File: config.mk
export PLATFORM = sky130hd
export DESIGN_NAME = priority_line_decoder
export DESIGN_NICKNAME = d
export VERILOG_FILES = /design/src/rtl/priority_codec_pkg.sv /design/src/rtl/priority_line_decoder.sv
export SDC_FILE = /design/constraint.sdc
export NUM_CORES = 1
export LEC_CHECK = 0
export BUFFER_PORTS_ARGS = -buffer_cell sky130_fd_sc_hd__clkbuf_2
export CAP_MARGIN = 15
export CORE_AREA = 4 4 41 43
export DETAILED_ROUTE_END_ITERATION = 8
export DIE_AREA = 0 0 45 47
export MAX_ROUTING_LAYER = met4
export SLEW_MARGIN = 20
export SYNTH_ARGS = -nofsm -noshare
export SYNTH_HDL_FRONTEND = slang
export SYNTH_SLANG_ARGS = --single-unit
File: constraint.sdc
create_clock -name clk -period 1.7 [get_ports clk]
set_clock_uncertainty 0.15 [all_clocks]
set_input_delay 0.34 -clock clk [delete_from_list [all_inputs] [get_ports clk]]
set_output_delay 0.34 -clock clk [all_outputs]
set_load 0.1 [all_outputs]
File: src/rtl/priority_codec_pkg.sv
// Shared types and helpers for the priority encoder/decoder family.
// Holds the line-state enum and the 2->4 one-hot decode.
package priority_codec_pkg;

    localparam int CODE_W = 2;
    localparam int LINES  = 4;

    typedef enum logic [1:0] {
        IDLE   = 2'b00,
        ACTIVE = 2'b01,
        HOLD   = 2'b10
    } state_t;

    function automatic logic [LINES-1:0] onehot(input logic [CODE_W-1:0] code);
        logic [LINES-1:0] r;
        r = '0;
        unique case (code)
            2'b00: r = 4'b0001;
            2'b01: r = 4'b0010;
            2'b10: r = 4'b0100;
            2'b11: r = 4'b1000;
        endcase
        return r;
    endfunction

endpackage

File: src/rtl/priority_line_decoder.sv
// Registered 2-to-4 line decoder that stretches each decoded line
// for HOLD_CYCLES cycles after the last accepted code.
module priority_line_decoder
    import priority_codec_pkg::*;
#(
    parameter int HOLD_CYCLES = 3
) (
    input  logic              clk,
    input  logic              rst,
    input  logic              Ein,
    input  logic [CODE_W-1:0] Y,
    input  logic              GS,
    output logic [LINES-1:0]  D,
    output logic              Dvalid,
    output logic              Busy,
    output logic              Eout
);

    localparam int CW = (HOLD_CYCLES > 0) ? $clog2(HOLD_CYCLES + 1) : 1;
    localparam logic [CW-1:0] HOLD_INIT =
        CW'((HOLD_CYCLES > 0) ? HOLD_CYCLES - 1 : 0);
    localparam bit ZERO_HOLD = (HOLD_CYCLES == 0);

    state_t           state, state_n;
    logic [CW-1:0]    cnt, cnt_n;
    logic [LINES-1:0] d_n;
    logic             dv_n;
    logic             acc;
    logic [LINES-1:0] code;

    assign acc  = Ein && GS;
    assign code = onehot(Y);
    assign Busy = (state != IDLE);

    always_comb begin
        state_n = state;
        cnt_n   = cnt;
        d_n     = D;
        dv_n    = 1'b0;
        if (!Ein) begin
            state_n = IDLE;
            cnt_n   = '0;
            d_n     = '0;
        end else if (acc) begin
            // Strobe only when the visible line actually changes.
            state_n = ACTIVE;
            cnt_n   = '0;
            d_n     = code;
            dv_n    = (code != D);
        end else begin
            unique case (state)
                IDLE: begin
                    d_n = '0;
                end
                ACTIVE: begin
                    if (ZERO_HOLD) begin
                        state_n = IDLE;
                        d_n     = '0;
                    end else begin
                        state_n = HOLD;
                        cnt_n   = HOLD_INIT;
                    end
                end
                HOLD: begin
                    if (cnt == '0) begin
                        state_n = IDLE;
                        d_n     = '0;
                    end else begin
                        cnt_n = cnt - 1'b1;
                    end
                end
                default: begin
                    state_n = IDLE;
                    cnt_n   = '0;
                    d_n     = '0;
                end
            endcase
        end
    end

    always_ff @(posedge clk or posedge rst) begin
        if (rst) begin
            state  <= IDLE;
            cnt    <= '0;
            D      <= '0;
            Dvalid <= 1'b0;
            Eout   <= 1'b0;
        end else begin
            state  <= state_n;
            cnt    <= cnt_n;
            D      <= d_n;
            Dvalid <= dv_n;
            Eout   <= Ein && !GS;
        end
    end

endmodule

## Word-level counts from Yosys, hierarchy flattened

Index checks and enable logic that the tools add are counted.

| storage, ports and cells | value |
|---|---|
| logic and storage cells | 41 |
| bits of input ports | 6 |
| register bits after elaboration | 10 |

| operators by class | value |
|---|---|
| mux-type cells | 15 |
| eq/ne operators | 10 |
| $add $sub $neg | 1 |
| reductions and logical operators | 10 |

Operator list:

| kind | number |
|---|---|
| 4-bit case mux with 4 select lines | 1 |
| 2-bit 2-to-1 mux | 6 |
| 4-bit 2-to-1 mux | 3 |
| 2-bit case mux with 3 select lines | 2 |
| 4-bit inequality test, second input constant | 2 |
| 4-bit case mux with 2 select lines | 1 |
| 2-bit equality test, second input constant | 3 |
| 2-bit logical NOT | 3 |
| 3-bit inequality test, second input constant | 2 |
| 2-bit AND reduction | 3 |
| 2-bit by 1-bit equality test with 1-bit output, second input constant | 2 |
| 4-bit inequality test | 1 |
| 1-bit logical AND | 2 |
| 1-bit 2-to-1 mux | 2 |
| 2-bit nonzero test | 1 |
| 2-bit by 1-bit subtractor with 2-bit output, second input constant | 1 |
| 1-bit logical NOT | 1 |

## Depth between registers and ports, before layout

| depth | value |
|---|---|
| depth after elaboration | 5 |
| gate-level depth with buffers | 5 |
| gate-level depth less buffers | 5 |

## Worst setup path after synthesis

Ideal clock, no wire load.

| path | value |
|---|---|
| path kind | flip-flop to flip-flop |
| start point | reg D[0] |
| end point | reg Dvalid |
| required time | 1.417 ns |
| slack | -0.379 ns |
| data arrival time | 1.796 ns |
| clock period less this slack | 2.079 ns |
| buffers on the path | 0 |
| cell stages (with the launch flop) | 4 |
| cell sequence | dfrtp_1 -> or3b_1 -> a2111oi_2 -> nor3_1 |

| on the way | value |
|---|---|
| cells in the longest elaborated chain, start to end | 3 |

RTL lines:

| element | line | source |
|---|---|---|
| start: declaration | priority_line_decoder.sv:13 | `output logic [LINES-1:0] D,` |
| start signal: assignment | priority_line_decoder.sv:91 | `D <= d_n;` |
| 4-bit inequality test | priority_line_decoder.sv:49 | `dv_n = (code != D);` |
| 1-bit 2-to-1 mux | priority_line_decoder.sv:44 | `end else if (acc) begin` |
| 1-bit 2-to-1 mux | priority_line_decoder.sv:40 | `if (!Ein) begin` |
| via dv_n | priority_line_decoder.sv:27 | `logic dv_n;` |
| end signal: assignment | priority_line_decoder.sv:92 | `Dvalid <= dv_n;` |
| end: declaration | priority_line_decoder.sv:14 | `output logic Dvalid,` |

The timed path passes the listed nets, and every way through them passes these cells.
A chain may end at the register's enable or synchronous reset.

## Final worst setup path

| path | value |
|---|---|
| start point | reg state[0] |
| end point | out Busy |

| on the way | value |
|---|---|
| cells in the longest elaborated chain, start to end | 1 |

RTL lines:

| element | line | source |
|---|---|---|
| start: declaration | priority_line_decoder.sv:24 | `state_t state, state_n;` |
| start signal: assignment | priority_line_decoder.sv:89 | `state <= state_n;` |
| 2-bit nonzero test | priority_line_decoder.sv:33 | `assign Busy = (state != IDLE);` |
| end: declaration | priority_line_decoder.sv:15 | `output logic Busy,` |

Every way passes these cells.

==> results by group <==
Global route
  • Initial antenna violation count: 0
  • Total GRT Usage: 13.84%
  • Vias in the first global route: 443
  • GRT Residual Overflow: 0
  • Largest net degree at the start of global routing: 11
  • First-pass GRT wire length: 1.980 mm

Clocking
  • Root buffer cell: clkbuf_4
  • Max Root-Sink Buffers: 2
  • Clock transition at the registers of the reported paths: 60 ps
  • CTS Buf Count: 3
  • Clk sinks: 10
  • H-tree levels: 1
  • Clock Latency Late Sink: 270 ps
  • CTS tree: built

Yosys
  • Seq/Total Area, Yosys: 45.45%
  • Syn Area/Cell: 10.01 um^2
  • Adder-cell share of the synthesized area: 9.091%
  • YS warnings: 0
  • Yosys top cell area share: 45.45%
  • Main combinational cell family by area after synthesis: compound AO/OA/AOI/OAI gates
  • Net Count, Synth: 65
  • Post-synthesis mux area share: 0%
  • Yosys top cell by area: dfrtp_1
  • Compound-gate portion of the synthesized area: 22.50%
  • XOR/XNOR share of the synthesized area: 0%
  • Top cells by area, synth: dfrtp_1, ha_1, inv_1
  • Netlist cell types: 20
  • Post-synthesis simple-gate area fraction: 16.82%
  • Top_reg_cell synth: dfrtp_1
  • Synthesis-stage register bit count: 10
  • Cells after Synth: 55
  • Mapped cell area: 550.5 um^2
  • Number of enable flip-flop cells after synthesis: 0
  • Ys async rst share: 100.0%

Finish
  • Register area: 262.8 um^2
  • Final nets: 89
  • Share of layout cells above drive strength 1: 44.87%
  • Area added between synthesis and finish: 49.09%
  • Multi-input logic area: 287.8 um^2
  • Most frequent cells in the layout: clkbuf_2, buf_4, dfrtp_1, inv_1, a21oi_1
  • Fill cells: 108
  • Antenna Cells: 0

Routing
  • Post-DRT Antenna Nets: 0
  • Final wirelength: 1.233 mm
  • Vias/cell: 5.000
  • Highest routed metal layer: met3
  • Drt first-iter violations: 17
  • Pre-antenna DRT Iters: 6
  • Met2 WL: 598 um
  • DRC viols: 0
  • Detailed-route wire length per cell: 13.26 um
  • Met1 WL: 553 um
  • Metal3 WL: 81 um
  • Vias: 465

Worst setup path
  • RR Startpoint: D[3]$_DFFE_PP0P_
  • Reg2reg path depth: 3
  • CP arrival: 1210 ps
  • CP required: 1210 ps
  • Reg2Reg Setup Slack: 110 ps
  • CP Launch Type: flop
  • Worst setup EP type: output port
  • Setup CP Type: flop to output port
  • R2R Path End: Dvalid$_DFF_PP0_
  • Worst-path maximum fanout: 3

STA
  • Final period utilization: 99.81%
  • Setup tns final: 0 ps
  • Max Clk Rate: 589.4 MHz
  • Slew Viols, Final: 0
  • Worst-margin pin slew: 539.8 ps
  • Final hold violation count: 0
  • Min Tclk post-route: 1697 ps
  • Max_slew headroom: 64.16%
  • Final setup viols: 0
  • Setup repair after global routing missed its margin: yes

Min path
  • Worst min-delay path category: input pin to flop
  • Hold Path End: D[1]$_DFFE_PP0P_
  • Hold depth: 2
  • HP Start: Y[1]

Die
  • Die width: 45 um
  • Die footprint: 0.002115 mm^2
  • Row cnt: 13
  • Core Footprint: 0.001301 mm^2
  • I/O Pins: 13
  • Initial core utilization: 42.31%
  • Die height: 47 um

Placement
  • Routability congestion estimate: 0.8093
  • Port buffer count: 12
  • Dpl hpwl: 896.7 um

Pwr
  • Power Dens Cells: 755.1 mW/mm^2
  • PnR Total Power: 619.8 uW
  • Static Leak: 0.3580 nW
  • Worst IR Drop VDD: 0.0006212 V

Outcome
  • Outcome: complete, no violations

Run
  • Max-cap viol count: 0
==> sequential cells by signal, summed over array words and instances, names as in the netlist <==
register / cells
D: 4
cnt: 2
state: 2
Dvalid: 1
Eout: 1
==> power breakdown <==
group          switching, mW  internal, mW  total [mW]
registers            0.00640         0.247       0.253
clock network         0.0839         0.130       0.214
logic                 0.0986        0.0539       0.152
total                  0.189         0.431       0.620
==> per-stage QoR <==
| step | instance area [um^2] | cells | setup slack (ps) | utilization [%] | hold slack [ps] |
|---|---|---|---|---|---|
| 2_1_floorplan | 588.1 | 55 | -32.30 | - | 30.17 |
| 3_3_place_gp | 737.0 | 83 | 98.92 | 56.63 | 167.4 |
| 3_5_place_dp | 737.0 | 83 | 76.50 | 56.63 | 169.2 |
| 4_1_cts | 798.3 | 90 | 5.427 | 61.35 | 148.7 |
| 5_1_grt | 820.8 | 93 | -59.88 | 63.08 | 145.5 |
| 6_report | 820.8 | 93 | 3.265 | 63.08 | 157.9 |
==> worst max-delay path, cell delays in order (launching register included) <==
cell and delay [ps]:
dfrtp_1 390, inv_2 100, ha_4 170, clkinvlp_4 110, buf_12 170
==> routing by layer <==
layer / up-vias / GRT usage, %
met5: - / -
met4: 0 / 3.509
met3: 0 / 6.897
met2: 19 / 20.06
met1: 204 / 17.06
li1: 242 / -
==> synth_stat cells, drive strengths merged (2+ instances only) <==
cell type  count
a2111oi        2
a21oi          6
a22o           2
dfrtp         10
ha             4
inv            9
nand2          3
nand2b         2
nand3          3
nand3b         2
nor2b          2
o2bb2ai        2
or3b           2
==> how the worst max path moves through the flow <==
stage,start,endpoint,slack (ps)
floorplan,D[1]$_DFFE_PP0P_,Dvalid$_DFF_PP0_,-30
global placement,Y[0],Dvalid$_DFF_PP0_,100
detailed placement,Y[0],Dvalid$_DFF_PP0_,80
CTS,state[0]$_DFFE_PP0P_,Busy,5
global route,state[0]$_DFFE_PP0P_,Busy,-60
finish,state[0]$_DFFE_PP0P_,Busy,3
==> cells by family (layout without fill, tap and decap cells) <==
kind of cell | after synthesis | in the layout
adders and majority gates | 4 | 4
AOI/OAI and AO/OA | 16 | 16
DFF | 10 | 10
buffers and inverters | 9 | 32
and+or+nand+nor | 16 | 16
==> final cells by class <==
class | count | share of cell area [%]
multi-input combinational | 36 | 35.06
timing repair buffer | 19 | 21.65
inverter | 9 | 4.573
tap | 15 | 2.287
sequential | 10 | 32.01
clock buffer | 4 | 4.421
==> repair_timing <==
action,in CTS,in global routing
setup endpoints to repair,1,3
hold buffers,1,0
setup buffers,2,3
pin swaps,0,1
cloned,0,0
endpoints found under the hold margin,10,0
resized for setup,2,0
No activity file was read; power rests on OpenSTA's default activity.
